`config.mk`:
```
export PLATFORM = sky130hd
export DESIGN_NAME = alu_mul_seq
export DESIGN_NICKNAME = d
export VERILOG_FILES = /design/src/rtl/cpu_pkg.sv /design/src/rtl/alu_mul_seq.sv
export SDC_FILE = /design/constraint.sdc
export NUM_CORES = 1
export LEC_CHECK = 0
export ABC_CLOCK_PERIOD_IN_PS = 4230
export BUFFER_PORTS_ARGS = -buffer_cell sky130_fd_sc_hd__buf_4
export CAP_MARGIN = 40
export CORE_AREA = 2 2 207 209
export CTS_CLUSTER_SIZE = 20
export DETAILED_ROUTE_END_ITERATION = 10
export DIE_AREA = 0 0 209 211
export MAX_ROUTING_LAYER = met4
export PLACE_DENSITY_LB_ADDON = 0.2
export SYNTH_ARGS = -nofsm -noshare
export SYNTH_HDL_FRONTEND = slang
export SYNTH_SLANG_ARGS = --single-unit
```
`constraint.sdc`:
```
create_clock -name clk -period 4.23 [get_ports clk]
set_input_delay 0.2115 -clock clk [delete_from_list [all_inputs] [get_ports clk]]
set_output_delay 0.2115 -clock clk [all_outputs]
set_load 0.01 [all_outputs]
```
`src/rtl/cpu_pkg.sv`:
```
// Shared CPU definitions: ALU control codes and the multiplier sequencer state type.
package cpu_pkg;

  localparam logic [2:0] ALU_PASS_B = 3'b000;
  localparam logic [2:0] ALU_ADD    = 3'b010;
  localparam logic [2:0] ALU_SUB    = 3'b011;
  localparam logic [2:0] ALU_AND    = 3'b100;
  localparam logic [2:0] ALU_OR     = 3'b101;
  localparam logic [2:0] ALU_XOR    = 3'b110;

  typedef enum logic [1:0] {
    IDLE = 2'd0,
    RUN  = 2'd1,
    DONE = 2'd2
  } mul_state_t;

endpackage

```
`src/rtl/alu_mul_seq.sv`:
```
// Iterative shift-add MUL sequencer that borrows the shared EX-stage ALU one bit per cycle.
// Handshake: start is a level sampled only in IDLE; done is a one-cycle pulse with product valid.
module alu_mul_seq
  import cpu_pkg::*;
#(
  parameter int WIDTH      = 64,
  parameter int EARLY_EXIT = 1
) (
  input  logic             clk,
  input  logic             reset_n,
  input  logic             start,
  input  logic             flush,
  input  logic [WIDTH-1:0] op_a,
  input  logic [WIDTH-1:0] op_b,
  input  logic [WIDTH-1:0] ex_alu_a,
  input  logic [WIDTH-1:0] ex_alu_b,
  input  logic [2:0]       ex_alu_ctrl,
  output logic [WIDTH-1:0] alu_a,
  output logic [WIDTH-1:0] alu_b,
  output logic [2:0]       alu_ctrl,
  input  logic [WIDTH-1:0] alu_result,
  output logic             stall,
  output logic             done,
  output logic [WIDTH-1:0] product,
  output mul_state_t       state_dbg
);

  localparam int CW = $clog2(WIDTH) + 1;

  mul_state_t       state, state_n;
  logic [WIDTH-1:0] m, q, acc;
  logic [CW-1:0]    count;
  logic             done_q;
  logic             accept, zero_b, finish;

  assign accept = start && !flush;
  assign zero_b = (EARLY_EXIT != 0) && (op_b == '0);
  assign finish = (count == CW'(WIDTH - 1)) ||
                  ((EARLY_EXIT != 0) && ((q >> 1) == '0));

  always_ff @(posedge clk or negedge reset_n) begin
    if (!reset_n) state <= IDLE;
    else          state <= state_n;
  end

  always_comb begin
    state_n  = state;
    stall    = 1'b0;
    alu_a    = ex_alu_a;
    alu_b    = ex_alu_b;
    alu_ctrl = ex_alu_ctrl;
    case (state)
      IDLE: begin
        stall = accept;
        if (accept) state_n = zero_b ? DONE : RUN;
      end
      RUN: begin
        stall    = !flush;
        alu_a    = m;
        alu_b    = acc;
        alu_ctrl = q[0] ? ALU_ADD : ALU_PASS_B;
        if (flush)       state_n = IDLE;
        else if (finish) state_n = DONE;
      end
      DONE:    state_n = IDLE;
      default: state_n = IDLE;
    endcase
  end

  always_ff @(posedge clk or negedge reset_n) begin
    if (!reset_n) begin
      m       <= '0;
      q       <= '0;
      acc     <= '0;
      count   <= '0;
      product <= '0;
      done_q  <= 1'b0;
    end else begin
      done_q <= (state_n == DONE);
      if (state == IDLE && accept) begin
        m     <= op_a;
        q     <= op_b;
        acc   <= '0;
        count <= '0;
        if (zero_b) product <= '0;
      end else if (state == RUN && !flush) begin
        acc   <= alu_result;
        m     <= m << 1;
        q     <= q >> 1;
        count <= count + 1'b1;
        if (finish) product <= alu_result;
      end
    end
  end

  // A flush landing in the DONE cycle kills the pulse so EX never retires the aborted MUL.
  assign done      = done_q && !flush;
  assign state_dbg = state;

endmodule

```
==> implementation parameters, run 1 <==
Parameter                              Value

Floorplanning
  Core Rows ... 75
  Core Footprint ... 41800 um^2
  Area enclosed by the die boundary ... roughly 44000 um^2
  Height of the die ... 211 um
  Num ports ... roughly 530
  Initial core utilization ... 0.313
  Floorplan die width ... ~210 um

Global route
  Number of antenna violations at the first check in global routing ... 3
  Pin count of the biggest net entering global routing ... 116
  Vias in the first global route ... approximately 13k
  GRT Util Overall ... 0.210
  Congestion Overflow GR ... 0
  Global-route wire length before repair ... 71700 um

Setup path
  Register-to-register setup slack ... 1.35 ns
  Required time reported for the critical path endpoint ... approximately 4 ns
  Slowest Stage Delay on Critical Path ... 0.78 ns
  Most common cell on crit path ... buf_4
  WS Path Type ... flip-flop to output pin
  Largest driver fanout on the critical path ... 70
  Arrival @ worst endpoint ... between 3 and 4 ns
  Endpoint type of the worst setup path ... output pin
  Sort of element at the start of the critical path ... flip-flop
  Slowest cell on crit path ... buf_4
  Chain of cells forming the critical path ... nor2b_4 -> buf_4 -> buf_4 -> mux2_2 -> buf_4

Pwr
  Fraction of power consumed by combinational cells ... 0.233
  Total leakage power ... 9.74 nW
  Design internal power ... 5.76 mW
  Seq pwr share ... 0.416
  Total chip power ... between 8 and 9 mW
  Total power per unit cell area ... 393 nW/um^2
  Clock power frac ... 0.351
  Share of total power consumed by net switching ... 0.288
  Switch Pwr ... 2.33 mW
  Peak VDD IR ... about 0.00027 V

Clock tree
  Clock sinks ... approximately 270
  Number of CTS-inserted buffers ... 31
  Post-CTS setup repair buffer count ... 0
  CTS tree ... done
  Cell at the root of the clock tree ... clkbuf_16
  Largest buffer count on any clock path ... 3
  Number of hold buffers added after CTS ... between 150 and 200
  Worst skew pair latency ... 0.56 ns
  H-tree Lvls ... 1
  Clock transition at the register clock pins on the worst setup and hold paths after CTS ... 0.07 ns
  Count of instances resized after the clock tree is built ... 0

Placement
  Sum of net half-perimeters after detailed placement ... about 32000 um
  Routability-driven placement congestion ratio ... 0.826
  Count of input and output buffers ... between 500 and 600

Run
  Maxcap violations ... 0

Final layout
  Most common cell after layout, fill and taps aside ... buf_4
  Fin nets ... 2267
  Total area of sequential cells ... 6660 um^2
  Area Overhead vs Synth ... 57.0%
  Share of post-route cells with drive strength above 1 ... 0.407
  Most frequent cells in the layout ... buf_4 (538), dfrtp_1 (266), nand2_1 (196)
  Fill cell total of the finished layout ... between 3k and 4k
  Area of the multi-input gates ... 6020 um^2

Timing
  Max-slew headroom at the worst pin ... 0.406
  Slew @ Worst Pin ... 0.891 ns
  Fmax ... 294 MHz
  Setup violators final ... 0
  Setup tns final ... 0 ns
  Unrepaired setup endpoints after global routing ... no
  Max Transition Viols Final ... 0
  Fraction of the cycle the final worst path needs ... 0.804
  Final hold viol count ... 0
  Clk_skew ... 0.0130 ns
  Min cycle time layout ... roughly 3.4 ns

Yosys
  Post-Synthesis Mean Instance Area ... 10.3 um^2
  Syn_nets ... 1600
  Most used flip-flop cell after synthesis ... dfrtp_1
  Synth unique cells ... 32
  Share of synthesized registers carrying an async set or reset ... 1.00
  Post-synth EDFFs ... 0
  Count of synthesis-stage warnings from yosys ... 0
  Gate Count Post-Synth ... approximately 1.3k
  Cell accounting for the most synthesized area ... dfrtp_1
  Share of the synthesized area in the top cell type ... 0.509
  Register area share after synthesis ... 0.509
  Most area-consuming cells after synthesis ... dfrtp_1 (51%), mux2_2 (13%), nand2_1 (5.6%)
  Area of the mapped netlist ... 13100 um^2
  Count of state elements after synthesis ... 266

Routing
  Detailed-router iteration count before antenna repair ... 4
  Post-detailed-route via-to-cell ratio ... ~5.0
  Routed Antenna Nets ... 0
  Drt total wl ... around 46000 um
  Count of routing violations after the opening detailed-route iteration ... approximately 680
  Final routed DRC violation total ... 0
  Via total after detailed routing ... 12.4k
  Routed length per instance ... about 19 um

Status
  Outcome ... finished clean

Min path
  Type of the most critical hold path ... input port to flip-flop
[through the flow]
step	area [um^2]	setup slack, ns	cells	util	hold slack [ns]
floorplan	13100	2.33	1272	-	-0.0841
global placement	17500	1.31	2250	0.418	0.207
detailed placement	17500	1.33	2252	0.420	0.205
CTS	20500	0.764	2502	0.492	0.163
global route	20500	0.602	2505	0.492	0.197
finish	20500	0.828	2505	0.492	0.187
[cell families after synthesis]
group,synth area share
buffers and inverters,0.0359
XOR/XNOR,0.00201
adder cells (fa/ha/maj),0.000956
AO/OA/AOI/OAI,0.137
flip-flops,0.509
AND/OR/NAND/NOR,0.139
multiplexers,0.177
[synth_stat cells, drive strengths merged, types with 4 or more instances]
| master | count |
|---|---|
| a21boi | 64 |
| nand4 | 10 |
| nor2 | 189 |
| a31oi | 64 |
| mux2 | 193 |
| a21oi | 31 |
| a22o | 38 |
| dfrtp | 266 |
| o21ai | 4 |
| nand2 | 196 |
| clkbuf | 58 |
| nor4 | 33 |
| nor2b | 5 |
| o22ai | 60 |
| buf | 45 |
[layout make-up]
class	count	share of cell area
antenna	3	0.000365
sequential	266	0.324
tap	539	0.0328
clock inverter	14	0.00980
multi-input combinational	902	0.293
clock buffer	43	0.0429
timing repair buffer	737	0.297
inverter	1	0.000183
[path summary, 6_finish.rpt]
path,cells after the start,end,start
min,4,acc[1],flush
max,5,alu_a[28],state_dbg[0]
max reg2reg,6,product[13],q[29]
min in group asynchronous,2,product[44],reset_n
min reg2reg,1,acc[59],acc[59]
max in group asynchronous,3,product[18],reset_n
[layer usage]
metal | track usage | part of all wire
met1 | 0.272 | 0.43
met2 | 0.346 | 0.50
met5 | - | 0
met3 | 0.0332 | 0.053
met4 | 0.0502 | 0.023
[registers in the layout, summed over array words and instances (netlist names)]
register,cells
product,64
m,64
q,64
state_dbg,2
acc,64
count,7
done_q,1
[power groups by stage]
stage          Sequential [mW]  Clock [mW]  Combinational, mW
2_1_floorplan             3.23           0              0.964
3_3_place_gp              3.39           0               1.71
3_5_place_dp              3.40           0               1.74
4_1_cts                   3.36        2.92               1.90
5_1_grt                   3.41        3.02               2.07
6_report                  3.36        2.84               1.88
[critical path, delay by kind of cell (launching register included)]
| family | cells | cell delay [ns] |
|---|---|---|
| muxes | 1 | 0.45 |
| and+or+nand+nor | 1 | 0.22 |
| buffers and inverters | 3 | 1.43 |
| DFF | 1 | 0.47 |
No activity file was read; power rests on OpenSTA's default activity.
==> run 2, diff against run 1 <==
--- a/config.mk
+++ b/config.mk
@@ -5,7 +5,7 @@
 export SDC_FILE = /design/constraint.sdc
 export NUM_CORES = 1
 export LEC_CHECK = 0
-export ABC_CLOCK_PERIOD_IN_PS = 4230
+export ABC_CLOCK_PERIOD_IN_PS = 2960
 export BUFFER_PORTS_ARGS = -buffer_cell sky130_fd_sc_hd__buf_4
 export CAP_MARGIN = 40
 export CORE_AREA = 2 2 207 209
==> constraint.sdc (replaced) <==
create_clock -name clk -period 2.96 [get_ports clk]
set_input_delay 0.148 -clock clk [delete_from_list [all_inputs] [get_ports clk]]
set_output_delay 0.148 -clock clk [all_outputs]
set_load 0.01 [all_outputs]
==> run 2 against run 1 <==
- core utilization decreased by 0.11 points
- register-to-register slack got worse by 0.93 ns
- worst hold slack improved by 0.038 ns
- count of clock-buffer cells in the layout increased by 3
- largest cell class unchanged
- critical path type unchanged
- critical endpoint unchanged
==> implementation parameters, run 2 (synthesis gave the netlist of run 1 again) <==
Parameter                              Value

Setup path
  Register-to-register setup slack ... 0.42 ns
  Arrival @ worst endpoint ... 2.57 ns
  Reg2reg end ... product[55]
  Origin of the critical flop-to-flop path ... q[22]
  WS Path Type ... flip-flop to output pin
  Required time reported for the critical path endpoint ... around 2.8 ns
  Sort of element at the start of the critical path ... flip-flop
  R2R cell count ... 6
  Largest driver fanout on the critical path ... 131
  Endpoint type of the worst setup path ... output pin

Clock tree
  CTS tree ... done
  Worst skew pair latency ... roughly 0.56 ns
  Clock sinks ... 266
  Number of CTS-inserted buffers ... 30
  Count of instances resized after the clock tree is built ... 0
  Post-CTS setup repair buffer count ... 0
  H-tree Lvls ... 1
  Largest buffer count on any clock path ... 3
  Number of hold buffers added after CTS ... 194
  Clock transition at the register clock pins on the worst setup and hold paths after CTS ... 0.06 ns
  Cell at the root of the clock tree ... clkbuf_16

Global route
  Number of antenna violations at the first check in global routing ... 2
  Pin count of the biggest net entering global routing ... 132
  Global-route wire length before repair ... around 72000 um
  Congestion Overflow GR ... 0
  Vias in the first global route ... between 10k and 15k
  GRT Util Overall ... 0.208

Routing
  Routed Antenna Nets ... 0
  Via total after detailed routing ... 12.3k
  Detailed-router iteration count before antenna repair ... 5
  Post-detailed-route via-to-cell ratio ... a little under 5
  Count of routing violations after the opening detailed-route iteration ... 635
  Drt total wl ... 46400 um
  Final routed DRC violation total ... 0
  Routed length per instance ... 18.5 um

Timing
  Setup tns final ... 0 ns
  Slew @ Worst Pin ... 0.909 ns
  Max-slew headroom at the worst pin ... 0.394
  Fmax ... 367 MHz
  Fin worst setup slack ... 0.239 ns
  Setup violators final ... 0
  Min cycle time layout ... between 2 and 3 ns
  Final hold viol count ... 0
  Max Transition Viols Final ... 0
  Unrepaired setup endpoints after global routing ... no
  Clk_skew ... 0.0231 ns
  Fraction of the cycle the final worst path needs ... 0.919

Floorplanning
  Height of the die ... 211 um
  Core Footprint ... 41800 um^2
  Core Rows ... 75
  Floorplan die width ... 209 um
  Initial core utilization ... 0.313
  Num ports ... 526
  Area enclosed by the die boundary ... 44100 um^2

Final layout
  Share of post-route cells with drive strength above 1 ... 0.403
  Fin nets ... ~2.3k
  Most frequent cells in the layout ... buf_4 (534), dfrtp_1 (266), nand2_1 (196)
  Area Overhead vs Synth ... 56.7%
  Most common cell after layout, fill and taps aside ... buf_4

Run
  Maxcap violations ... 0

Placement
  Routability-driven placement congestion ratio ... 0.828
  Setup Slack @ Placement ... 0.413 ns
  Sum of net half-perimeters after detailed placement ... 31700 um
  Count of input and output buffers ... 525

Pwr
  Peak VDD IR ... 0.000303 V
  Clock power frac ... 0.329
  Share of total power consumed by net switching ... 0.295
  Fraction of power consumed by combinational cells ... 0.242
  Total leakage power ... 9.71 nW
  Total power per unit cell area ... 545 nW/um^2
  Switch Pwr ... 3.30 mW
  Seq pwr share ... 0.429
  Design internal power ... 7.88 mW

Status
  Outcome ... finished clean

Min path
  Type of the most critical hold path ... input port to async pin
run 2: stage by stage:
stage	area (um^2)	hold slack, ns	power [mW]	std cells	util
CTS	20500	0.221	11.3	2501	0.491
finish	20500	0.226	11.2	2504	0.491
detailed placement	17600	0.249	7.35	2254	0.422
floorplan	13100	-0.148	6.00	1272	-
global placement	17600	0.253	7.30	2254	0.422
global route	20500	0.253	11.8	2503	0.491
run 2: how the worst max path moves through the flow:
stage | from | end | depth (start not counted)
after floorplan | q[29] | product[0] | 7
after global placement | q[5] | product[59] | 6
after detailed placement | q[5] | product[55] | 6
after CTS | state_dbg[0] | alu_a[28] | 4
after global routing | state_dbg[0] | alu_a[28] | 4
final | state_dbg[0] | alu_a[28] | 4
run 2: final cells by class:
type | instances | area, um^2
fillers | 3810 | 21300
clock inverters | 7 | 100
diodes | 3 | 7.51
flip-flops and latches | 266 | 6660
clock buffers | 46 | 851
repair buffers | 740 | 6190
well taps | 539 | 674
multi-input cells | 902 | 6020
inverters | 1 | 3.75
run 2: power groups by stage:
stage | clock network [mW] | registers [mW] | logic, mW
finish | 3.68 | 4.79 | 2.71
global route | 3.92 | 4.87 | 2.97
CTS | 3.78 | 4.79 | 2.73
detailed placement | 0 | 4.85 | 2.50
global placement | 0 | 4.83 | 2.47
floorplan | 0 | 4.62 | 1.38
run 2: critical path, cell delays in order (launching register included):
cell and delay [ns]:
dfrtp_1 0.45, nor2b_4 0.26, buf_12 0.38, mux2_2 0.44
buf_4 0.15
run 2: routing by layer:
layer,GRT usage,vias to the layer above,share of wire
li1,-,5846,-
met1,0.276,5992,0.44
met2,0.338,421,0.49
met3,0.0285,61,0.053
met4,0.0485,0,0.020
met5,-,-,0
==> run 3, diff against run 2 <==
--- a/config.mk
+++ b/config.mk
@@ -8,10 +8,10 @@
 export ABC_CLOCK_PERIOD_IN_PS = 2960
 export BUFFER_PORTS_ARGS = -buffer_cell sky130_fd_sc_hd__buf_4
 export CAP_MARGIN = 40
-export CORE_AREA = 2 2 207 209
+export CORE_AREA = 2 2 212 214
 export CTS_CLUSTER_SIZE = 20
 export DETAILED_ROUTE_END_ITERATION = 10
-export DIE_AREA = 0 0 209 211
+export DIE_AREA = 0 0 214 216
 export MAX_ROUTING_LAYER = met4
 export PLACE_DENSITY_LB_ADDON = 0.2
 export SYNTH_ARGS = -nofsm -noshare
==> run 3 against run 2 <==
- final cell count increased by 2.3%
- global-route usage shrank 0.53 points
- sequential share of layout area shrank 0.20 points
- routed wire length up 1.6%
- sequential power about the same
- via count about the same
- worst hold slack got worse by 0.025 ns
- largest cell class unchanged
==> implementation parameters, run 3 (synthesis gave the netlist of run 1 again) <==
Parameter                              Value

Pwr
  Peak VDD IR ... 0.000339 V
  Total leakage power ... between 9 and 10 nW
  Total power per unit cell area ... 548 nW/um^2

Setup path
  Required time reported for the critical path endpoint ... 2.81 ns
  Register-to-register setup slack ... ~0.47 ns
  Origin of the critical flop-to-flop path ... q[22]
  R2R cell count ... 6
  Setup crit start ... state_dbg[0]
  Sort of element at the start of the critical path ... flip-flop
  Reg2reg end ... product[16]
  Capture point of the critical path ... alu_b[46]
  Endpoint type of the worst setup path ... output pin
  WS Path Type ... flip-flop to output pin
  Largest driver fanout on the critical path ... 54
  Arrival @ worst endpoint ... approximately 2.5 ns

Status
  Outcome ... finished clean

Clock tree
  H-tree Lvls ... 1
  Number of CTS-inserted buffers ... 31
  Post-CTS setup repair buffer count ... 0
  CTS tree ... done
  Clock transition at the register clock pins on the worst setup and hold paths after CTS ... approximately 0.060 ns
  Cell at the root of the clock tree ... clkbuf_16
  Worst skew pair latency ... slightly below 0.6 ns
  Largest buffer count on any clock path ... 3
  Count of instances resized after the clock tree is built ... 0
  Clock sinks ... 266

Global route
  Pin count of the biggest net entering global routing ... ~190
  Global-route wire length before repair ... 73100 um
  Vias in the first global route ... 12.9k
  Number of antenna violations at the first check in global routing ... 6
  Congestion Overflow GR ... 0
  GRT Util Overall ... 0.202

Floorplanning
  Num ports ... between 500 and 600
  Height of the die ... 216 um
  Core Rows ... 77
  Initial core utilization ... 0.299
  Floorplan die width ... roughly 210 um
  Area enclosed by the die boundary ... 46200 um^2
  Core Footprint ... 43800 um^2

Placement
  Sum of net half-perimeters after detailed placement ... 32200 um
  Setup Slack @ Placement ... around 0.53 ns
  Count of input and output buffers ... 525
  Routability-driven placement congestion ratio ... 0.867

Routing
  Count of routing violations after the opening detailed-route iteration ... 633
  Via total after detailed routing ... 12.3k
  Drt total wl ... 47200 um
  Detailed-router iteration count before antenna repair ... 4
  Post-detailed-route via-to-cell ratio ... 4.81
  Final routed DRC violation total ... 0
  Routed length per instance ... 18.4 um
  Routed Antenna Nets ... 0

Final layout
  Most frequent cells in the layout ... buf_4 (532), dfrtp_1 (266), nand2_1 (196)
  Area Overhead vs Synth ... 57.6%
  Most common cell after layout, fill and taps aside ... buf_4
  Fin nets ... approximately 2.3k
  Share of post-route cells with drive strength above 1 ... 0.406

Timing
  Max-slew headroom at the worst pin ... 0.366
  Setup violators final ... 0
  Fin worst setup slack ... 0.323 ns
  Min cycle time layout ... 2.64 ns
  Clk_skew ... around 0.028 ns
  Unrepaired setup endpoints after global routing ... no
  Slew @ Worst Pin ... 0.951 ns
  Fraction of the cycle the final worst path needs ... 0.891
  Max Transition Viols Final ... 0
  Final hold viol count ... 0
  Worst hold margin ... ~0.20 ns
  Setup tns final ... 0 ns
  Fmax ... roughly 380 MHz

Min path
  Type of the most critical hold path ... input port to async pin

Run
  Maxcap violations ... 0
run 3: changes by cell type in the layout (fill, tap and decap cells not counted), sizes merged:
cell / previous run / this run
buf: 546 / 545
clkbuf: 46 / 44
clkinv: 5 / 9
diode: 3 / 6
inv: 1 / 2
run 3: worst min path at each step:
stage	to	start	cells after the start
after floorplan	acc[0]	reset_n	0
after global placement	m[19]	reset_n	1
after detailed placement	m[19]	reset_n	1
after CTS	count[2]	flush	4
after global routing	m[0]	reset_n	3
final	q[2]	reset_n	3
run 3: where the power goes:
part / total, mW / leakage, nW / internal [mW] / switching, mW
clock network: 3.80 / 0.502 / 2.24 / 1.56
logic: 2.71 / 5.92 / 1.49 / 1.22
registers: 4.79 / 3.31 / 4.25 / 0.543
run 3: worst max-delay path: stages (launching register included):
cell	delay (ns)
dfrtp_1	0.46
nor2b_4	0.24
buf_4	0.58
mux2_2	0.43
buf_4	0.15
run 3: stage by stage:
| step | power, mW | std cells | util | instance area [um^2] |
|---|---|---|---|---|
| 2_1_floorplan | 6.00 | 1272 | - | 13100 |
| 3_3_place_gp | 7.31 | 2305 | 0.403 | 17700 |
| 3_5_place_dp | 7.35 | 2305 | 0.403 | 17700 |
| 4_1_cts | 11.4 | 2555 | 0.470 | 20600 |
| 5_1_grt | 11.9 | 2562 | 0.471 | 20600 |
| 6_report | 11.3 | 2562 | 0.471 | 20600 |
run 3: layout make-up:
type,count,area [um^2]
fillers,4137,23200
clock inverters,12,118
flip-flops and latches,266,6660
clock buffers,44,885
inverters,1,3.75
repair buffers,739,6190
diodes,6,15.0
well taps,592,741
multi-input cells,902,6020
run 3: per-layer routing:
metal  share of wire  track usage  up-vias  routed length (um)
met3           0.048       0.0341       57                2260
met1            0.43        0.259     6060               20400
met5               0            -        -                   0
li1                -            -     5867                   -
met2            0.50        0.339      340               23700
met4           0.017       0.0401        0                 807
run 3: repair_timing:
item / 4_1_cts / 5_1_grt
hold endpoints to repair: 522 / 0
endpoints found under the setup margin: 0 / 0
hold buffers: 194 / 0
